[src/rtl/rv_out_port_pkg.sv]
// Shared definitions for the rv_out_port slice.
//   - op_e    : write-port operation encodings (write / set / clear / toggle)
//   - chan_w  : width of a channel index, never less than one bit
package rv_out_port_pkg;

  typedef enum logic [1:0] {
    OP_WRITE = 2'b00,
    OP_SET   = 2'b01,
    OP_CLR   = 2'b10,
    OP_TGL   = 2'b11
  } op_e;

  // A single channel still needs a one-bit index field on the bus.
  function automatic int chan_w(input int channels);
    return (channels > 1) ? $clog2(channels) : 1;
  endfunction

endpackage

[src/rtl/rv_out_port_if.sv]
// Bus bundle between the CPU store path / event consumer and rv_out_port.
//   write side : wr_valid, wr_ready, wr_chan, wr_op, wr_data
//   pins       : out (channel n at [n*WIDTH +: WIDTH])
//   event side : evt_valid, evt_ready, evt_chan, evt_value, evt_time
//   status     : evt_overflow (sticky), ovf_clear
// master = CPU/consumer side, slave = the output port itself.
interface rv_out_port_if
  import rv_out_port_pkg::*;
#(
  parameter int WIDTH    = 10,
  parameter int CHANNELS = 2,
  parameter int TS_WIDTH = 16
);
  localparam int CW = chan_w(CHANNELS);

  logic                      wr_valid;
  logic                      wr_ready;
  logic [CW-1:0]             wr_chan;
  logic [1:0]                wr_op;
  logic [WIDTH-1:0]          wr_data;
  logic [CHANNELS*WIDTH-1:0] out;
  logic                      evt_valid;
  logic                      evt_ready;
  logic [CW-1:0]             evt_chan;
  logic [WIDTH-1:0]          evt_value;
  logic [TS_WIDTH-1:0]       evt_time;
  logic                      evt_overflow;
  logic                      ovf_clear;

  modport master (
    output wr_valid, wr_chan, wr_op, wr_data, evt_ready, ovf_clear,
    input  wr_ready, out, evt_valid, evt_chan, evt_value, evt_time, evt_overflow
  );

  modport slave (
    input  wr_valid, wr_chan, wr_op, wr_data, evt_ready, ovf_clear,
    output wr_ready, out, evt_valid, evt_chan, evt_value, evt_time, evt_overflow
  );

endinterface

[src/rtl/rv_out_fifo.sv]
// Generic first-word-fall-through FIFO.
//   clk, reset : clock, asynchronous active-low reset
//   push/push_data : write side; pushes while full are dropped
//   pop            : consumer pop; ignored while empty
//   full, valid    : occupancy flags, both decoded from the count register
//   head           : head entry, forced to zero while empty
// DEPTH must be a power of two (pointers wrap naturally), at least 2.
module rv_out_fifo #(
  parameter int DW    = 8,
  parameter int DEPTH = 4
) (
  input  logic          clk,
  input  logic          reset,
  input  logic          push,
  input  logic [DW-1:0] push_data,
  input  logic          pop,
  output logic          full,
  output logic          valid,
  output logic [DW-1:0] head
);
  localparam int PW   = $clog2(DEPTH);
  localparam int CNTW = $clog2(DEPTH + 1);

  logic [DW-1:0]   mem [DEPTH];
  logic [PW-1:0]   wr_ptr, rd_ptr;
  logic [CNTW-1:0] count;
  logic            do_push, do_pop;

  assign full    = (count == CNTW'(DEPTH));
  assign valid   = (count != '0);
  assign do_push = push && !full;
  assign do_pop  = pop && valid;
  // Stale storage never leaks out: an empty FIFO presents zeros.
  assign head    = valid ? mem[rd_ptr] : '0;

  // NOTE: storage has no reset; the count register alone defines which
  // entries are live, so clearing the array would only cost reset fan-out.
  always_ff @(posedge clk) begin
    if (do_push) mem[wr_ptr] <= push_data;
  end

  // NOTE: state registers use non-blocking assignments so every flop samples
  // pre-edge values regardless of statement order.
  always_ff @(posedge clk or negedge reset) begin
    if (!reset) begin
      wr_ptr <= '0;
      rd_ptr <= '0;
      count  <= '0;
    end else begin
      if (do_push) wr_ptr <= wr_ptr + 1'b1;
      if (do_pop)  rd_ptr <= rd_ptr + 1'b1;
      case ({do_push, do_pop})
        2'b10:   count <= count + 1'b1;
        2'b01:   count <= count - 1'b1;
        default: ;
      endcase
    end
  end

endmodule

[src/rtl/rv_out_port.sv]
// Multi-channel output port with timestamped change log.
//   clk, reset : clock, asynchronous active-low reset
//   bus        : rv_out_port_if.slave (write port, channel pins, event FIFO)
// A write (write/set/clear/toggle) that changes a channel updates it one
// cycle later and logs {chan, new value, timestamp}. Writes to a channel
// index >= CHANNELS are accepted but only raise the sticky overflow flag.
// Build option RV_OUT_PORT_CLK_GATE_EN: each channel register is clocked
// through a clk_gate cell enabled only on a changing write; otherwise plain
// enable flops are used. Port-level cycle behaviour is the same either way.
module rv_out_port
  import rv_out_port_pkg::*;
#(
  parameter int WIDTH      = 10,
  parameter int CHANNELS   = 2,
  parameter int FIFO_DEPTH = 4,
  parameter int TS_WIDTH   = 16
) (
  input logic          clk,
  input logic          reset,
  rv_out_port_if.slave bus
);
  localparam int CW = chan_w(CHANNELS);

  typedef struct packed {
    logic [CW-1:0]       chan;
    logic [WIDTH-1:0]    value;
    logic [TS_WIDTH-1:0] ts;
  } evt_t;

  op_e                 op;
  logic                fifo_full, fifo_valid;
  logic                accept, in_range, changed;
  logic [WIDTH-1:0]    old_val, new_val;
  logic [WIDTH-1:0]    chan_val [CHANNELS];
  logic [CHANNELS-1:0] chan_en;
  logic [TS_WIDTH-1:0] ts_q;
  logic                ovf_q;
  evt_t                push_evt, head_evt;

  assign op          = op_e'(bus.wr_op);
  // Ready depends only on the registered FIFO count, never on evt_ready.
  assign bus.wr_ready = !fifo_full;
  assign accept      = bus.wr_valid && !fifo_full;
  assign in_range    = int'(bus.wr_chan) < CHANNELS;

  // NOTE: every always_comb output gets a value before any branch so no
  // path can leave it unassigned and infer a latch.
  always_comb begin
    old_val = '0;
    for (int n = 0; n < CHANNELS; n++) begin
      if (int'(bus.wr_chan) == n) old_val = chan_val[n];
    end
    new_val = bus.wr_data;
    case (op)
      OP_WRITE: new_val = bus.wr_data;
      OP_SET:   new_val = old_val | bus.wr_data;
      OP_CLR:   new_val = old_val & ~bus.wr_data;
      OP_TGL:   new_val = old_val ^ bus.wr_data;
    endcase
  end

  // Value-preserving writes touch nothing, so they neither clock a channel
  // nor consume a FIFO slot.
  assign changed = accept && in_range && (new_val != old_val);

  for (genvar n = 0; n < CHANNELS; n++) begin : g_chan
    logic [WIDTH-1:0] q;

    assign chan_en[n] = changed && (int'(bus.wr_chan) == n);

`ifdef RV_OUT_PORT_CLK_GATE_EN
    logic gclk;

    clk_gate u_clk_gate (
      .clk  (clk),
      .en   (chan_en[n]),
      .gclk (gclk)
    );

    always_ff @(posedge gclk or negedge reset) begin
      if (!reset) q <= '0;
      else        q <= new_val;
    end
`else
    always_ff @(posedge clk or negedge reset) begin
      if (!reset)          q <= '0;
      else if (chan_en[n]) q <= new_val;
    end
`endif

    assign chan_val[n]                   = q;
    assign bus.out[n*WIDTH +: WIDTH]     = q;
  end

  always_ff @(posedge clk or negedge reset) begin
    if (!reset) begin
      ts_q  <= '0;
      ovf_q <= 1'b0;
    end else begin
      ts_q <= ts_q + 1'b1;
      // A new overflow in the same cycle as ovf_clear keeps the flag set.
      if (accept && !in_range) ovf_q <= 1'b1;
      else if (bus.ovf_clear)  ovf_q <= 1'b0;
    end
  end

  assign push_evt = {bus.wr_chan, new_val, ts_q};

  rv_out_fifo #(
    .DW    ($bits(evt_t)),
    .DEPTH (FIFO_DEPTH)
  ) u_fifo (
    .clk       (clk),
    .reset     (reset),
    .push      (changed),
    .push_data (push_evt),
    .pop       (bus.evt_ready),
    .full      (fifo_full),
    .valid     (fifo_valid),
    .head      (head_evt)
  );

  assign bus.evt_valid    = fifo_valid;
  assign bus.evt_chan     = head_evt.chan;
  assign bus.evt_value    = head_evt.value;
  assign bus.evt_time     = head_evt.ts;
  assign bus.evt_overflow = ovf_q;

endmodule

[src/flat_wrapper.sv]
// flat-port wrapper written by rule: the top's interface ports become plain ports
module rv_out_port_flat import rv_out_port_pkg::*;
#(
  parameter int WIDTH      = 10,
  parameter int CHANNELS   = 2,
  parameter int FIFO_DEPTH = 4,
  parameter int TS_WIDTH   = 16
)
  (clk, reset, bus_wr_valid, bus_wr_chan, bus_wr_op, bus_wr_data, bus_evt_ready, bus_ovf_clear, bus_wr_ready, bus_out, bus_evt_valid, bus_evt_chan, bus_evt_value, bus_evt_time, bus_evt_overflow);
  rv_out_port_if #(.WIDTH(WIDTH), .CHANNELS(CHANNELS), .TS_WIDTH(TS_WIDTH)) bus_i ();
  input logic clk;
  input logic reset;
  input wire logic [$bits(bus_i.wr_valid)-1:0] bus_wr_valid;
  input wire logic [$bits(bus_i.wr_chan)-1:0] bus_wr_chan;
  input wire logic [$bits(bus_i.wr_op)-1:0] bus_wr_op;
  input wire logic [$bits(bus_i.wr_data)-1:0] bus_wr_data;
  input wire logic [$bits(bus_i.evt_ready)-1:0] bus_evt_ready;
  input wire logic [$bits(bus_i.ovf_clear)-1:0] bus_ovf_clear;
  output wire logic [$bits(bus_i.wr_ready)-1:0] bus_wr_ready;
  output wire logic [$bits(bus_i.out)-1:0] bus_out;
  output wire logic [$bits(bus_i.evt_valid)-1:0] bus_evt_valid;
  output wire logic [$bits(bus_i.evt_chan)-1:0] bus_evt_chan;
  output wire logic [$bits(bus_i.evt_value)-1:0] bus_evt_value;
  output wire logic [$bits(bus_i.evt_time)-1:0] bus_evt_time;
  output wire logic [$bits(bus_i.evt_overflow)-1:0] bus_evt_overflow;
  assign bus_i.wr_valid = bus_wr_valid;
  assign bus_i.wr_chan = bus_wr_chan;
  assign bus_i.wr_op = bus_wr_op;
  assign bus_i.wr_data = bus_wr_data;
  assign bus_i.evt_ready = bus_evt_ready;
  assign bus_i.ovf_clear = bus_ovf_clear;
  assign bus_wr_ready = bus_i.wr_ready;
  assign bus_out = bus_i.out;
  assign bus_evt_valid = bus_i.evt_valid;
  assign bus_evt_chan = bus_i.evt_chan;
  assign bus_evt_value = bus_i.evt_value;
  assign bus_evt_time = bus_i.evt_time;
  assign bus_evt_overflow = bus_i.evt_overflow;
  rv_out_port #(.WIDTH(WIDTH), .CHANNELS(CHANNELS), .FIFO_DEPTH(FIFO_DEPTH), .TS_WIDTH(TS_WIDTH)) u_core (.clk(clk), .reset(reset), .bus(bus_i));
endmodule
[config.mk]
export PLATFORM = sky130hd
export DESIGN_NAME = rv_out_port_flat
export DESIGN_NICKNAME = d
export VERILOG_FILES = /design/src/rtl/rv_out_port_pkg.sv /design/src/rtl/rv_out_port_if.sv /design/src/rtl/rv_out_fifo.sv /design/src/rtl/rv_out_port.sv /design/src/flat_wrapper.sv
export SDC_FILE = /design/constraint.sdc
export NUM_CORES = 1
export LEC_CHECK = 0
export CAP_MARGIN = 20
export CORE_MARGIN = 4
export CORE_UTILIZATION = 25
export DETAILED_ROUTE_END_ITERATION = 8
export PLACE_DENSITY = 0.39
export SYNTH_ARGS = -nofsm -noshare
export SYNTH_HDL_FRONTEND = slang
export SYNTH_HIERARCHICAL = 1
export SYNTH_SLANG_ARGS = --single-unit
[constraint.sdc]
create_clock -name clk -period 3.5 [get_ports clk]
set_input_delay 0.7 -clock clk [delete_from_list [all_inputs] [get_ports clk]]
set_output_delay 0.7 -clock clk [all_outputs]
set_load 0.05 [all_outputs]
# Word level (Yosys, flattened, before mapping)
# Memories as Yosys holds them, arrays and structs flattened.
# Cells that the tools add are included.
# Widths: inputs -> output; s select.
[op_classes]
add_sub_neg = 5
eq_ne = 7
n_mux = 6
n_bitwise = 5
reduce_logical = 10
[op_table]
columns = ["op", "n"]
rows = [
  ["$pmux 10 s4", 1],
  ["$mux 27", 1],
  ["$add 16x1->16 const B", 1],
  ["$and 10x10->10", 1],
  ["$mux 10", 1],
  ["$ne 10x10->1", 1],
  ["$not 10->10", 1],
  ["$or 10x10->10", 1],
  ["$xor 10x10->10", 1],
  ["$eq 2x2->1 const B", 3],
  ["$logic_and 1x1->1", 6],
  ["$pmux 3 s2", 1],
  ["$add 2x1->2 const B", 2],
  ["$eq 2x1->1 const B", 2],
  ["$add 3x1->3 const B", 1],
  ["$eq 3x3->1 const B", 1],
  ["$reduce_bool 3->1", 1],
  ["$sub 3x1->3 const B", 1],
  ["$logic_not 2->1", 1],
  ["$mux 1", 2],
  ["$reduce_bool 2->1", 1],
  ["$logic_not 1->1", 1],
  ["$not 1->1", 1],
]
[word_totals]
regBits = 43
ram_bits = 108
inputBits = 18
output_inout_bits = 50
wordCells = 40
n_memories = 1
[memory_table]
columns = ["name", "words", "word_bits", "read_ports", "rd_ports_with_merged_regs", "wr", "line_no", "source"]
rows = [
  ["u_core.u_fifo.mem", 4, 27, 1, 0, 1, "rv_out_fifo.sv:24", "logic [DW-1:0] mem [DEPTH];"],
]

# Depth between registers and ports, before layout
# Gate-level depths: netlist of the first run.
[logic_depth]
depth_word = 8
ltp_mapped = 17
ltp_nobuf = 16

# Cells and area by module
# Netlist of the first run, hierarchy kept.
[by_module_without_submodules]
columns = ["module", "instances", "cells_each", "area_per_inst_um2", "seq_area_each_um2"]
rows = [
  ["rv_out_fifo", 1, 208, 4496.8, 3418.3],
  ["rv_out_port", 1, 186, 2378.5, 900.9],
]

# Worst setup path before layout of the first run
# OpenSTA, ideal clock, no wires.
[synth_timing]
path_type = "in2reg"
start = "input port bus_wr_chan"
end = "register u_core.u_fifo.count[2]"
setup_ps = 79
arrival_ps = 3972
required_ps = 3421
setup_slack_ps = -551
stages = 16
path_buffers = 1
path_cell_list = "buf_6 -> mux2i_1 -> ha_1 -> mux4_2 -> xnor2_1 -> nor4_4 -> nand3_1 -> and2_1 -> nor2b_1 -> inv_1 -> ha_1 -> inv_1 -> fa_1 -> xor2_1 -> nor2_1 -> xor2_1"
[synth_via]
elab_chain_len = 8
word_cells_on_any_way = 12
cone_classes = "3 x eq/ne; 3 x mux; 3 x bitwise; 3 x reduce/logical"
[synth_lines]
columns = ["element", "line_no", "source"]
rows = [
  ["start: declaration", "flat_wrapper.sv:14", "input wire logic [$bits(bus_i.wr_chan)-1:0] bus_wr_chan;"],
  ["$mux 10 *", "rv_out_port.sv:51", "if (int'(bus.wr_chan) == n) old_val = chan_val[n];"],
  ["$xor 10x10->10 (tied with other cells)", "rv_out_port.sv:58", "OP_TGL: new_val = old_val ^ bus.wr_data;"],
  ["$pmux 10 s4 *", "rv_out_port.sv:54", "case (op)"],
  ["via u_core.new_val[4]", "rv_out_port.sv:33", "logic [WIDTH-1:0] old_val, new_val;"],
  ["$ne 10x10->1 *", "rv_out_port.sv:64", "assign changed = accept && in_range && (new_val != old_val);"],
  ["$logic_and 1x1->1 *", "rv_out_port.sv:64", ""],
  ["via u_core.changed", "rv_out_port.sv:32", "logic accept, in_range, changed;"],
  ["$logic_and 1x1->1 *", "rv_out_fifo.sv:31", "assign do_push = push && !full;"],
  ["$eq 2x1->1 / $eq 2x2->1 (equally long branches)", "rv_out_fifo.sv:52", "case ({do_push, do_pop})"],
  ["$pmux 3 s2 / $reduce_bool 2->1 (equally long branches)", "n/a", ""],
  ["end signal: assignment", "rv_out_fifo.sv:53", "2'b10: count <= count + 1'b1;"],
  ["end signal: assignment", "rv_out_fifo.sv:54", "2'b01: count <= count - 1'b1;"],
  ["end: declaration", "rv_out_fifo.sv:26", "logic [CNTW-1:0] count;"],
]
# The timed path passes the listed nets; every way through them passes the cells marked *.
# A chain may end at the register's enable or synchronous reset.

# Final worst setup path of the first run
# Ends and elaborated chain as after synthesis.

==> results of run 1 <==
## logic make-up after synthesis
logic type	synth area share
fa+ha+maj	0.05023
buf+inv	0.03585
flops	0.6282
xor+xnor	0.03822
other cells	0.0005454
simple gates	0.05824
compound gates	0.006187
mux	0.1825
## state kept, by name (all words and copies together) (netlist names)
register,cells
u_core/g_chan.q,20
u_core/u_fifo/count,3
u_core/u_fifo/rd_ptr,2
u_core/u_fifo/wr_ptr,2
u_core/ts_q,16
u_core/u_fifo/mem,108
## layer usage
metal	global-route usage	share of wire	wire length (um)
met4	0.02474	0.0051	79
met3	0.02923	0.031	475
met2	0.1786	0.50	7660
met5	0	0	0
met1	0.1368	0.47	7181
## metrics by stage
| step | worst slack (ns) | hold WS (ns) | area [um2] |
|---|---|---|---|
| 2_1_floorplan | -0.4231 | 0.4044 | 6942 |
| 3_3_place_gp | -0.9455 | 0.4634 | 8478 |
| 3_5_place_dp | -1.021 | 0.4743 | 8478 |
| 4_1_cts | -0.1649 | 0.3865 | 9146 |
| 5_1_grt | -0.1528 | 0.4178 | 9273 |
| 6_report | -0.01138 | 0.3719 | 9273 |
## final cells by class
class	instances	area (um2)
clock buffers	18	439.2
clock inverters	14	177.7
fillers	2645	17750
inverters	38	142.6
multi-input cells	192	2482
flip-flops and latches	151	4320
well taps	341	426.7
repair buffers	128	1284
## cell usage in the layout, fill, tap and decap left out, drive strengths merged, types with 3 or more instances in the layout
cell,instances
clkbuf,18
xor2,8
nand2,4
dlymetal6s2s,6
edfxtp,108
mux4,37
nor2,3
nand3,8
inv,46
buf,66
xnor2,22
clkdlybuf4s50,54
mux2,21
mux2i,11
and3,6
dfrtp,43
and2,34
ha,26
## power by group through the flow
stage	clock network, W	registers [W]	logic (W)
CTS	0.00196	0.00262	0.00440
global placement	0	0.00263	0.00432
finish	0.00190	0.00261	0.00441
detailed placement	0	0.00264	0.00436
global route	0.00206	0.00266	0.00471
floorplan	0	0.00298	0.00244
## worst max-delay path, cell delays in order
cell	delay [ns]
buf_12	0.13
buf_8	0.12
mux2i_4	0.18
ha_1	0.30
mux4_2	0.53
xnor2_2	0.18
nor4_4	0.34
nand3_1	0.11
and2_1	0.15
nor2b_4	0.12
inv_2	0.09
ha_4	0.13
inv_2	0.03
fa_2	0.32
xor2_1	0.14
nor2_1	0.12
xor2_1	0.14
## worst min-delay path by stage
stage                                   endpoint  cells after the start                   start
final                      u_core/g_chan[1].q[2]                      1                   reset
after detailed placement  u_core/u_fifo/count[2]                      1  u_core/u_fifo/count[2]
after global placement    u_core/u_fifo/count[2]                      1  u_core/u_fifo/count[2]
after CTS                  u_core/g_chan[1].q[2]                      1                   reset
after floorplan            u_core/g_chan[0].q[0]                      0                   reset
after global routing       u_core/g_chan[1].q[8]                      1                   reset
## what timing repair did
action                                  in CTS  in global routing
pin swaps                                    8                 14
setup buffers                                2                  5
hold buffers                                 0                  0
endpoints found under the setup margin     112                  3
gates resized for setup                     14                 22
endpoints found under the hold margin        0                  0
==> reports/qor.txt, run 1 <==
Worst setup EP type: flop
IO buf count: 65
Tmin final: 3.511 ns
Setup-failing EPs final: 1
Final Util: 0.3431
internal power: 0.005381 W
# nets final: 573
Post-Synthesis Cell Area: 0.006875 mm2
P_leak: 3.689 nW
max_slew headroom: 0.4697
Fin. Hold Viols: 0
DIE HEIGHT: 173.8 um
Starting Density: 0.2544
Post-synth ARST share: 0.2848
Layout Cells excl Fill: 882
f_max: 0.2848 GHz
part of the power in registers: 0.293
hpwl dp: 10400 um
initial antenna violation count: 0
clock tree buffer depth: 2
RSZ-0062 raised after global routing: true
fin. max-slew vios: 0
Distinct cells, synth: 30
Seq/Total Area, Yosys: 0.6282
Setup crit end: u_core/u_fifo/count[2]
Vias/cell: 4.177
reg-to-reg critical path startpoint: u_core/g_chan[1].q[3]
Synth Instances: 394
Psw: 0.003546 W
PwrDens: 962.8 mW/mm2
core area: 0.02703 mm2
Wirelength per Cell: 17.46 um
Max VDD drop: 0.0004612 V
Synth area leaders: edfxtp_1 (47%), dfrtp_1 (16%), mux4_2 (12%)
worst min path class: primary input to asynchronous set/reset pin
sw frac: 0.3972
reg-to-reg endpoint: u_core/u_fifo/count[2]
Setup CP Type: primary input to flop
CTS sink cnt: 151
critical path data required time: 3.83 ns
CTS tree: done
Ys Warns: 6
number of remaining DRC errors: 0
Slew @ Worst Pin: 0.7955 ns
syn_area_per_cell: 17.45 um2
DP Cell Count: 844
setup_tns: -0.01138 ns
vias: 3684
Post-synth EDFFs: 108
CP max FO: 7
H-tree depth: 4
Starting DRT DRC Count: 127
Final period util: 1.003
post-route ant nets: 0
final WL: 15400 um
r2r setup slk: 0.12 ns
GR Util All Layers: 0.1061
worst setup margin: -0.01138 ns
n_diodes: 0
final setup skew: 0.01339 ns
Gate power share: 0.494
Die W: 173.8 um
layout cells sized above 1: 0.3494
I/O pin cnt: 68
Num CTS Buffers: 17
gpl congestion: 0.6641
Row Count: 60
first-pass GRT wire length: 24230 um
violated checks: negative setup slack
Clock power frac: 0.213
Layout area overhead: 34.87%
Pwr Total: 0.008927 W
reg2reg path depth: 15
cell with the most instances after synthesis: edfxtp_1
Top FF cell, synth: edfxtp_1
Commonest cells post-synth: edfxtp_1 (108), dfrtp_1 (43), inv_1 (38), mux4_2 (37), and2_1 (34)
clk_lat worst skew: 0.42 ns
CP arrival: 3.85 ns
syn nets: 439
Worst-path clk slew: 0.07 ns
#FFs+latches synth: 151
largest net degree at the start of global routing: 31
First-pass DRT Iterations: 4
Max Cap Viol: 0
Congestion Overflow GR: 0
Worst Setup SP: bus_wr_chan
Synth top area share: 0.4717
vias in the first global route: 4186
status: finished, violations left
clk root buf: clkbuf_16
post-synth top area cell: edfxtp_1
die footprint: 0.03022 mm2
Worst Setup Start Kind: primary input
No activity file was read; power rests on OpenSTA's default activity.
==> run 2: changes to the inputs <==
--- a/config.mk
+++ b/config.mk
@@ -9,7 +9,7 @@
 export CORE_MARGIN = 4
 export CORE_UTILIZATION = 25
 export DETAILED_ROUTE_END_ITERATION = 8
-export PLACE_DENSITY = 0.39
+export PLACE_DENSITY = 0.5
 export SYNTH_ARGS = -nofsm -noshare
 export SYNTH_HDL_FRONTEND = slang
 export SYNTH_HIERARCHICAL = 1
==> run 2 against run 1 <==
The flow still finishes with violations (negative setup slack). Clock skew down 0.0032 ns. Critical path depth up 1. Core utilization down 0.12 points. Critical endpoint unchanged. Clock power down 10%.
==> reports/qor.txt, run 2 (same netlist as run 1, synthesis figures left out) <==
setup_tns: -0.05284 ns (was -0.01138 ns)
hold slack final: 0.3953 ns (was 0.3719 ns)
Final period util: 1.015 (was 1.003)
Slew @ Worst Pin: 0.8839 ns (was 0.7955 ns)
CP max stage cell: mux4_2 (unchanged)
DIE HEIGHT: 173.8 um (unchanged)
Row Count: 60 (unchanged)
Congestion Overflow GR: 0 (unchanged)
P_leak: 3.617 nW (was 3.689 nW)
CTS tree: done (unchanged)
first-pass GRT wire length: 23770 um (was 24230 um)
r2r setup slk: 0.17 ns (was 0.12 ns)
most frequent cells in the layout: edfxtp_1 (108), clkdlybuf4s50_1 (58), buf_4 (52) (was edfxtp_1 (108), clkdlybuf4s50_1 (54), buf_4 (52))
violated checks: negative setup slack (unchanged)
f_max: 0.2815 GHz (was 0.2848 GHz)
Num CTS Buffers: 17 (unchanged)
PwrDens: 943.4 mW/mm2 (was 962.8 mW/mm2)
Die W: 173.8 um (unchanged)
reg-to-reg critical path startpoint: u_core/g_chan[0].q[6] (was u_core/g_chan[1].q[3])
core area: 0.02703 mm2 (unchanged)
status: finished, violations left (unchanged)
vias: 3734 (was 3684)
final setup skew: 0.01017 ns (was 0.01339 ns)
clk_lat worst skew: 0.41 ns (was 0.42 ns)
Starting DRT DRC Count: 120 (was 127)
Stages on worst setup path: 18 (was 17)
I/O pin cnt: 68 (unchanged)
RSZ-0062 raised after global routing: true (unchanged)
number of remaining DRC errors: 0 (unchanged)
worst setup margin: -0.05284 ns (was -0.01138 ns)
Layout area overhead: 34.41% (was 34.87%)
Setup-failing EPs final: 1 (unchanged)
Regs by FF count: u_core/u_fifo/mem (108), u_core/g_chan.q (20), u_core/ts_q (16) (unchanged)
post-route ant nets: 0 (unchanged)
critical path data required time: 3.83 ns (about the same)
CP max FO: 4 (was 7)
CP arrival: 3.89 ns (was 3.85 ns)
H-tree depth: 4 (unchanged)
max_slew headroom: 0.4107 (was 0.4697)
internal power: 0.005268 W (was 0.005381 W)
GR Util All Layers: 0.1021 (was 0.1061)
CP bufs+invs: 5 (was 4)
fin. max-slew vios: 0 (unchanged)
reg-to-reg endpoint: u_core/u_fifo/count[2] (unchanged)
initial antenna violation count: 0 (unchanged)
clk root buf: clkbuf_16 (unchanged)
largest net degree at the start of global routing: 34 (was 31)
sw frac: 0.3958 (was 0.3972)
gpl congestion: 0.6950 (was 0.6641)
First-pass DRT Iterations: 4 (unchanged)
part of the power in registers: 0.300 (was 0.293)
commonest non-fill, non-tap cell in the layout: edfxtp_1 (unchanged)
die footprint: 0.03022 mm2 (unchanged)
Worst setup EP type: flop (unchanged)
# hold bufs at CTS: 0 (unchanged)
CP peak stage delay: 0.52 ns (was 0.53 ns)
max reg flops: 108 (unchanged)
worst min path class: primary input to asynchronous set/reset pin (unchanged)
CTS sink cnt: 151 (unchanged)
Gate power share: 0.504 (was 0.494)
cells along the critical path: buf_12 > buf_12 > buf_8 > mux2i_4 > ha_1 > mux4_2 > xnor2_2 > nor4_4 > nand3_1 > and2_1 > nor2b_4 > inv_2 > ha_4 > inv_2 > fa_2 > xor2_1 > nor2_1 > xor2_1 (was buf_12 > buf_8 > mux2i_4 > ha_1 > mux4_2 > xnor2_2 > nor4_4 > nand3_1 > and2_1 > nor2b_4 > inv_2 > ha_4 > inv_2 > fa_2 > xor2_1 > nor2_1 > xor2_1)
final WL: 14820 um (was 15400 um)
Fin. Hold Viols: 0 (unchanged)
Final Util: 0.3419 (was 0.3431)
n_diodes: 0 (unchanged)
hpwl dp: 10070 um (was 10400 um)
IO buf count: 65 (unchanged)
# nets final: 575 (was 573)
Vias/cell: 4.224 (was 4.177)
Top delay family on crit path: simple AND/OR/NAND/NOR gates (unchanged)
reg2reg path depth: 15 (unchanged)
Max VDD drop: 0.0004678 V (was 0.0004612 V)
Max Cap Viol: 0 (unchanged)
Starting Density: 0.2544 (unchanged)
Clock power frac: 0.196 (was 0.213)
Tmin final: 3.553 ns (was 3.511 ns)
vias in the first global route: 4180 (was 4186)
layout cells sized above 1: 0.3444 (was 0.3494)
Setup CP Type: primary input to flop (unchanged)
Psw: 0.003451 W (was 0.003546 W)
clock tree buffer depth: 2 (unchanged)
Largest Register: u_core/u_fifo/mem (unchanged)
Wirelength per Cell: 16.76 um (was 17.46 um)
Worst Setup Start Kind: primary input (unchanged)
Worst-path clk slew: 0.06 ns (was 0.07 ns)
## run 2: cell types whose count changed in the layout (fill, tap and decap cells not counted), moves of 2 or more
cell             before  now
clkdlybuf4s50_1      54   58
dlymetal6s2s_1        6    2
and2_2                4    1
and2_4                0    3
inv_8                 3    0
xnor2_1              14   17
clkbuf_1              0    2
clkinvlp_4            2    4
ha_1                 25   23
mux2i_2               3    1
mux2i_4               5    7
xnor2_2               7    5
## run 2: timing repair
| action | 4_1_cts | 5_1_grt |
|---|---|---|
| setup endpoints to repair | 112 | 2 |
| gates resized for setup | 19 | 19 |
| pin swaps | 8 | 8 |
| buffers inserted | 3 | 4 |
| cloned | 1 | 0 |
## run 2: worst max-delay path by stage
stage                              start                endpoint  slack, ns
after floorplan              bus_wr_chan  u_core/u_fifo/count[2]      -0.42
after global placement       bus_wr_chan  u_core/u_fifo/count[2]      -0.88
after detailed placement     bus_wr_chan  u_core/u_fifo/count[2]      -1.01
after CTS                 bus_wr_data[7]  u_core/u_fifo/count[2]      -0.09
after global routing         bus_wr_chan  u_core/u_fifo/count[2]      -0.20
final                        bus_wr_chan  u_core/u_fifo/count[2]      -0.05
## run 2: power by group through the flow
stage	sequential [W]	combinational [W]	clock [W]
floorplan	0.00298	0.00244	0
CTS	0.00261	0.00442	0.00176
global route	0.00266	0.00469	0.00184
finish	0.00261	0.00440	0.00171
detailed placement	0.00263	0.00434	0
global placement	0.00261	0.00428	0
## run 2: area by class of cell
type                            instances  area, um2
Clock buffer                           19      432.9
Clock inverter                         13      121.4
Fill cell                            2602      17780
Inverter                               38      142.6
Multi-Input combinational cell        192       2485
Sequential cell                       151       4320
Tap cell                              341      426.7
Timing Repair Buffer                  130       1313
## run 2: through the flow
stage	setup slack, ns	power, W	cells	area, um2
floorplan	-0.4231	0.005426	394	6942
global placement	-0.8811	0.006890	844	8453
detailed placement	-1.012	0.006971	844	8453
CTS	-0.09316	0.008793	880	9112
global route	-0.1985	0.009189	884	9241
finish	-0.05284	0.008719	884	9241
## run 2: worst reg2reg max path, stage by stage (launching register included)
cell and delay, ns:
dfrtp_1 0.44, mux2i_4 0.23, ha_4 0.23, mux4_2 0.51
xnor2_2 0.18, nor4_4 0.30, nand3_1 0.10, and2_1 0.16
nor2b_4 0.13, inv_2 0.06, ha_4 0.13, inv_2 0.03
fa_2 0.32, xor2_1 0.15, nor2_1 0.12, xor2_1 0.15
## run 2: per-layer routing
layer	global-route usage	share of wire
met2	0.1776	0.52
met4	0.02276	0.0038
met5	0	0
met3	0.02792	0.035
met1	0.1272	0.44
==> run 3: changes to the inputs <==
--- a/config.mk
+++ b/config.mk
@@ -5,8 +5,7 @@
 export SDC_FILE = /design/constraint.sdc
 export NUM_CORES = 1
 export LEC_CHECK = 0
-export CAP_MARGIN = 20
-export CORE_MARGIN = 4
+export CORE_MARGIN = 5
 export CORE_UTILIZATION = 25
 export DETAILED_ROUTE_END_ITERATION = 8
 export PLACE_DENSITY = 0.5
@@ -14,3 +13,4 @@
 export SYNTH_HDL_FRONTEND = slang
 export SYNTH_HIERARCHICAL = 1
 export SYNTH_SLANG_ARGS = --single-unit
+export TNS_END_PERCENT = 1
==> run 3 against run 2 <==
Register-to-register slack gained 0.03 ns. Count of clock-buffer cells in the layout shrank 2. Via count shrank 0.96%. Wire length grew 2.6%. Non-clock buffer count shrank 4. Clock power grew 7%. The run now ends clean. Clock skew grew 0.0020 ns. Core utilization grew 0.065 points. Power grew 1.7%.
==> reports/qor.txt, run 3 (same netlist as run 1, synthesis figures left out) <==
clk root buf: clkbuf_16 (unchanged)
Max Cap Viol: 0 (unchanged)
Starting Density: 0.2544 (unchanged)
WL met3: 463 um (was 521 um)
Starting DRT DRC Count: 165 (was 120)
Final period util: 0.9976 (was 1.015)
CP max stage cell: mux4_2 (unchanged)
final setup skew: 0.01213 ns (was 0.01017 ns)
I/O pin cnt: 68 (unchanged)
worst min path class: primary input to asynchronous set/reset pin (unchanged)
hold slack final: 0.4242 ns (was 0.3953 ns)
fin. max-slew vios: 0 (unchanged)
gpl congestion: 0.7065 (was 0.6950)
Tmin final: 3.492 ns (was 3.553 ns)
Wirelength per Cell: 17.28 um (was 16.76 um)
Worst Setup Start Kind: primary input (unchanged)
Max VDD drop: 0.0005386 V (was 0.0004678 V)
Setup CP Type: primary input to flop (unchanged)
initial antenna violation count: 0 (unchanged)
Row Count: 60 (unchanged)
part of the power in registers: 0.293 (was 0.300)
r2r setup slk: 0.20 ns (was 0.17 ns)
CP max FO: 6 (was 4)
most frequent cells in the layout: edfxtp_1 (108), clkdlybuf4s50_1 (57), buf_4 (47) (was edfxtp_1 (108), clkdlybuf4s50_1 (58), buf_4 (52))
CTS tree: done (unchanged)
Fin. Hold Viols: 0 (unchanged)
vias in the first global route: 4210 (was 4180)
worst setup margin: 0.008443 ns (was -0.05284 ns)
clock tree buffer depth: 2 (unchanged)
Clock power frac: 0.206 (was 0.196)
H-tree depth: 4 (unchanged)
PwrDens: 957.3 mW/mm2 (was 943.4 mW/mm2)
multi-input combinational cell area: 0.002479 mm2 (was 0.002485 mm2)
reg-to-reg endpoint: u_core/u_fifo/count[2] (unchanged)
max_slew headroom: 0.3547 (was 0.4107)
Regs by FF count: u_core/u_fifo/mem (108), u_core/g_chan.q (20), u_core/ts_q (16) (unchanged)
clk_lat worst skew: 0.43 ns (was 0.41 ns)
first-pass GRT wire length: 24060 um (was 23770 um)
reg2reg path depth: 15 (unchanged)
P_leak: 3.637 nW (was 3.617 nW)
commonest non-fill, non-tap cell in the layout: edfxtp_1 (unchanged)
f_max: 0.2864 GHz (was 0.2815 GHz)
die footprint: 0.03092 mm2 (was 0.03022 mm2)
GR Util All Layers: 0.1039 (was 0.1021)
sw frac: 0.4058 (was 0.3958)
layout cells sized above 1: 0.3340 (was 0.3444)
Post-Layout Inst Area: 0.009259 mm2 (was 0.009241 mm2)
Setup-failing EPs final: 0 (was 1)
n_diodes: 0 (unchanged)
RSZ-0062 raised after global routing: true (unchanged)
Final Util: 0.3426 (was 0.3419)
highest routed layer: met4 (unchanged)
hpwl dp: 10250 um (was 10070 um)
CP peak stage delay: 0.52 ns (about the same)
Vias/cell: 4.202 (was 4.224)
DRT met1 WL: 6792 um (was 6507 um)
CP arrival: 3.84 ns (was 3.89 ns)
Worst-path clk slew: 0.07 ns (was 0.06 ns)
# nets final: 571 (was 575)
vias: 3698 (was 3734)
critical path data required time: 3.85 ns (was 3.83 ns)
Top delay family on crit path: adder cells (was simple AND/OR/NAND/NOR gates)
status: completed (was finished, violations left)
register area: 0.004320 mm2 (unchanged)
number of remaining DRC errors: 0 (unchanged)
Slew @ Worst Pin: 0.9680 ns (was 0.8839 ns)
Layout fillers: 2622 (was 2602)
DIE HEIGHT: 175.8 um (was 173.8 um)
Place WS: -0.9873 ns (was -1.012 ns)
Gate power share: 0.500 (was 0.504)
Num CTS Buffers: 17 (unchanged)
largest net degree at the start of global routing: 35 (was 34)
core area: 0.02703 mm2 (unchanged)
final WL: 15200 um (was 14820 um)
placed cell areas: 0.008476 mm2 (was 0.008453 mm2)
Layout area overhead: 34.67% (was 34.41%)
metal2 WL: 7774 um (was 7730 um)
Psw: 0.003596 W (was 0.003451 W)
reg-to-reg critical path startpoint: u_core/g_chan[0].q[5] (was u_core/g_chan[0].q[6])
First-pass DRT Iterations: 4 (unchanged)
Congestion Overflow GR: 0 (unchanged)
internal power: 0.005267 W (was 0.005268 W)
Die W: 175.8 um (was 173.8 um)
Worst setup EP type: flop (unchanged)
max reg flops: 108 (unchanged)
Largest Register: u_core/u_fifo/mem (unchanged)
cells along the critical path: buf_12 > buf_12 > buf_6 > mux2i_4 > ha_1 > mux4_2 > xnor2_2 > nor4_4 > nand3_1 > and2_4 > nor2b_4 > inv_2 > ha_4 > inv_2 > fa_2 > xor2_1 > nor2_1 > xor2_1 (was buf_12 > buf_12 > buf_8 > mux2i_4 > ha_1 > mux4_2 > xnor2_2 > nor4_4 > nand3_1 > and2_1 > nor2b_4 > inv_2 > ha_4 > inv_2 > fa_2 > xor2_1 > nor2_1 > xor2_1)
CP bufs+invs: 5 (unchanged)
post-route ant nets: 0 (unchanged)
IO buf count: 65 (unchanged)
CTS sink cnt: 151 (unchanged)
-- run 3: cell types whose count changed in the layout (fill, tap and decap cells not counted), moves of 2 or more --
cell,before,now
and2_1,30,33
and2_4,3,1
buf_4,52,47
clkbuf_1,2,0
clkinv_8,0,5
clkinvlp_4,4,0
dlygate4sd2_1,2,5
ha_1,23,25
inv_1,34,36
inv_2,4,2
inv_6,4,2
inv_8,0,5
xnor2_1,17,15
xnor2_2,5,7
-- run 3: stage by stage --
stage          setup TNS [ns]  total power, W  cells
3_5_place_dp           -84.50        0.007026    844
3_3_place_gp           -76.57        0.006944    844
6_report                    0        0.008863    880
2_1_floorplan          -25.71        0.005426    394
4_1_cts              -0.01229        0.009017    878
5_1_grt               -0.1262        0.009352    880
-- run 3: metal layers --
layer | GRT usage | vias to the layer above
met4 | 0.03216 | 0
met1 | 0.1306 | 1907
met5 | 0 | -
li1 | - | 1721
met2 | 0.1770 | 58
met3 | 0.02583 | 12
-- run 3: power groups by stage --
stage	Clock, W	Combinational [W]	Sequential (W)
after CTS	0.00188	0.00452	0.00261
after global placement	0	0.00435	0.00259
final	0.00183	0.00444	0.00260
after floorplan	0	0.00244	0.00299
after detailed placement	0	0.00441	0.00262
after global routing	0.00197	0.00473	0.00265
-- run 3: worst register-to-register path, delay by kind of cell, from the launching register on --
family	cells	cell delay (ns)
and+or+nand+nor	5	0.82
adders and majority gates	3	0.72
muxes	2	0.69
xor gates and xnor gates	3	0.46
DFF	1	0.43
buffers and inverters	2	0.10
-- run 3: repair_timing --
item,CTS,global route
hold buffers,0,0
pin swaps,13,7
buffers inserted,1,2
resized for setup,31,4
cloned,1,0
endpoints found under the setup margin,111,2
-- run 3: area by class of cell --
type / count / area share
Clock buffer: 17 / 0.04595
Multi-Input combinational cell: 192 / 0.2677
Tap cell: 341 / 0.04608
Clock inverter: 15 / 0.01959
Timing Repair Buffer: 126 / 0.1386
Inverter: 38 / 0.01541
Sequential cell: 151 / 0.4666
-- run 3: worst max path at each step --
| stage | start | end | slack (ns) | cells past startpoint |
|---|---|---|---|---|
| after floorplan | bus_wr_chan | u_core/u_fifo/count[2] | -0.43 | 16 |
| after global placement | bus_wr_chan | u_core/u_fifo/count[2] | -0.92 | 17 |
| after detailed placement | bus_wr_chan | u_core/u_fifo/count[2] | -0.99 | 17 |
| after CTS | bus_wr_chan | u_core/u_fifo/count[2] | -0.01 | 17 |
| after global routing | bus_wr_chan | u_core/u_fifo/count[2] | -0.13 | 18 |
| final | bus_wr_chan | u_core/u_fifo/count[2] | 0.008 | 18 |
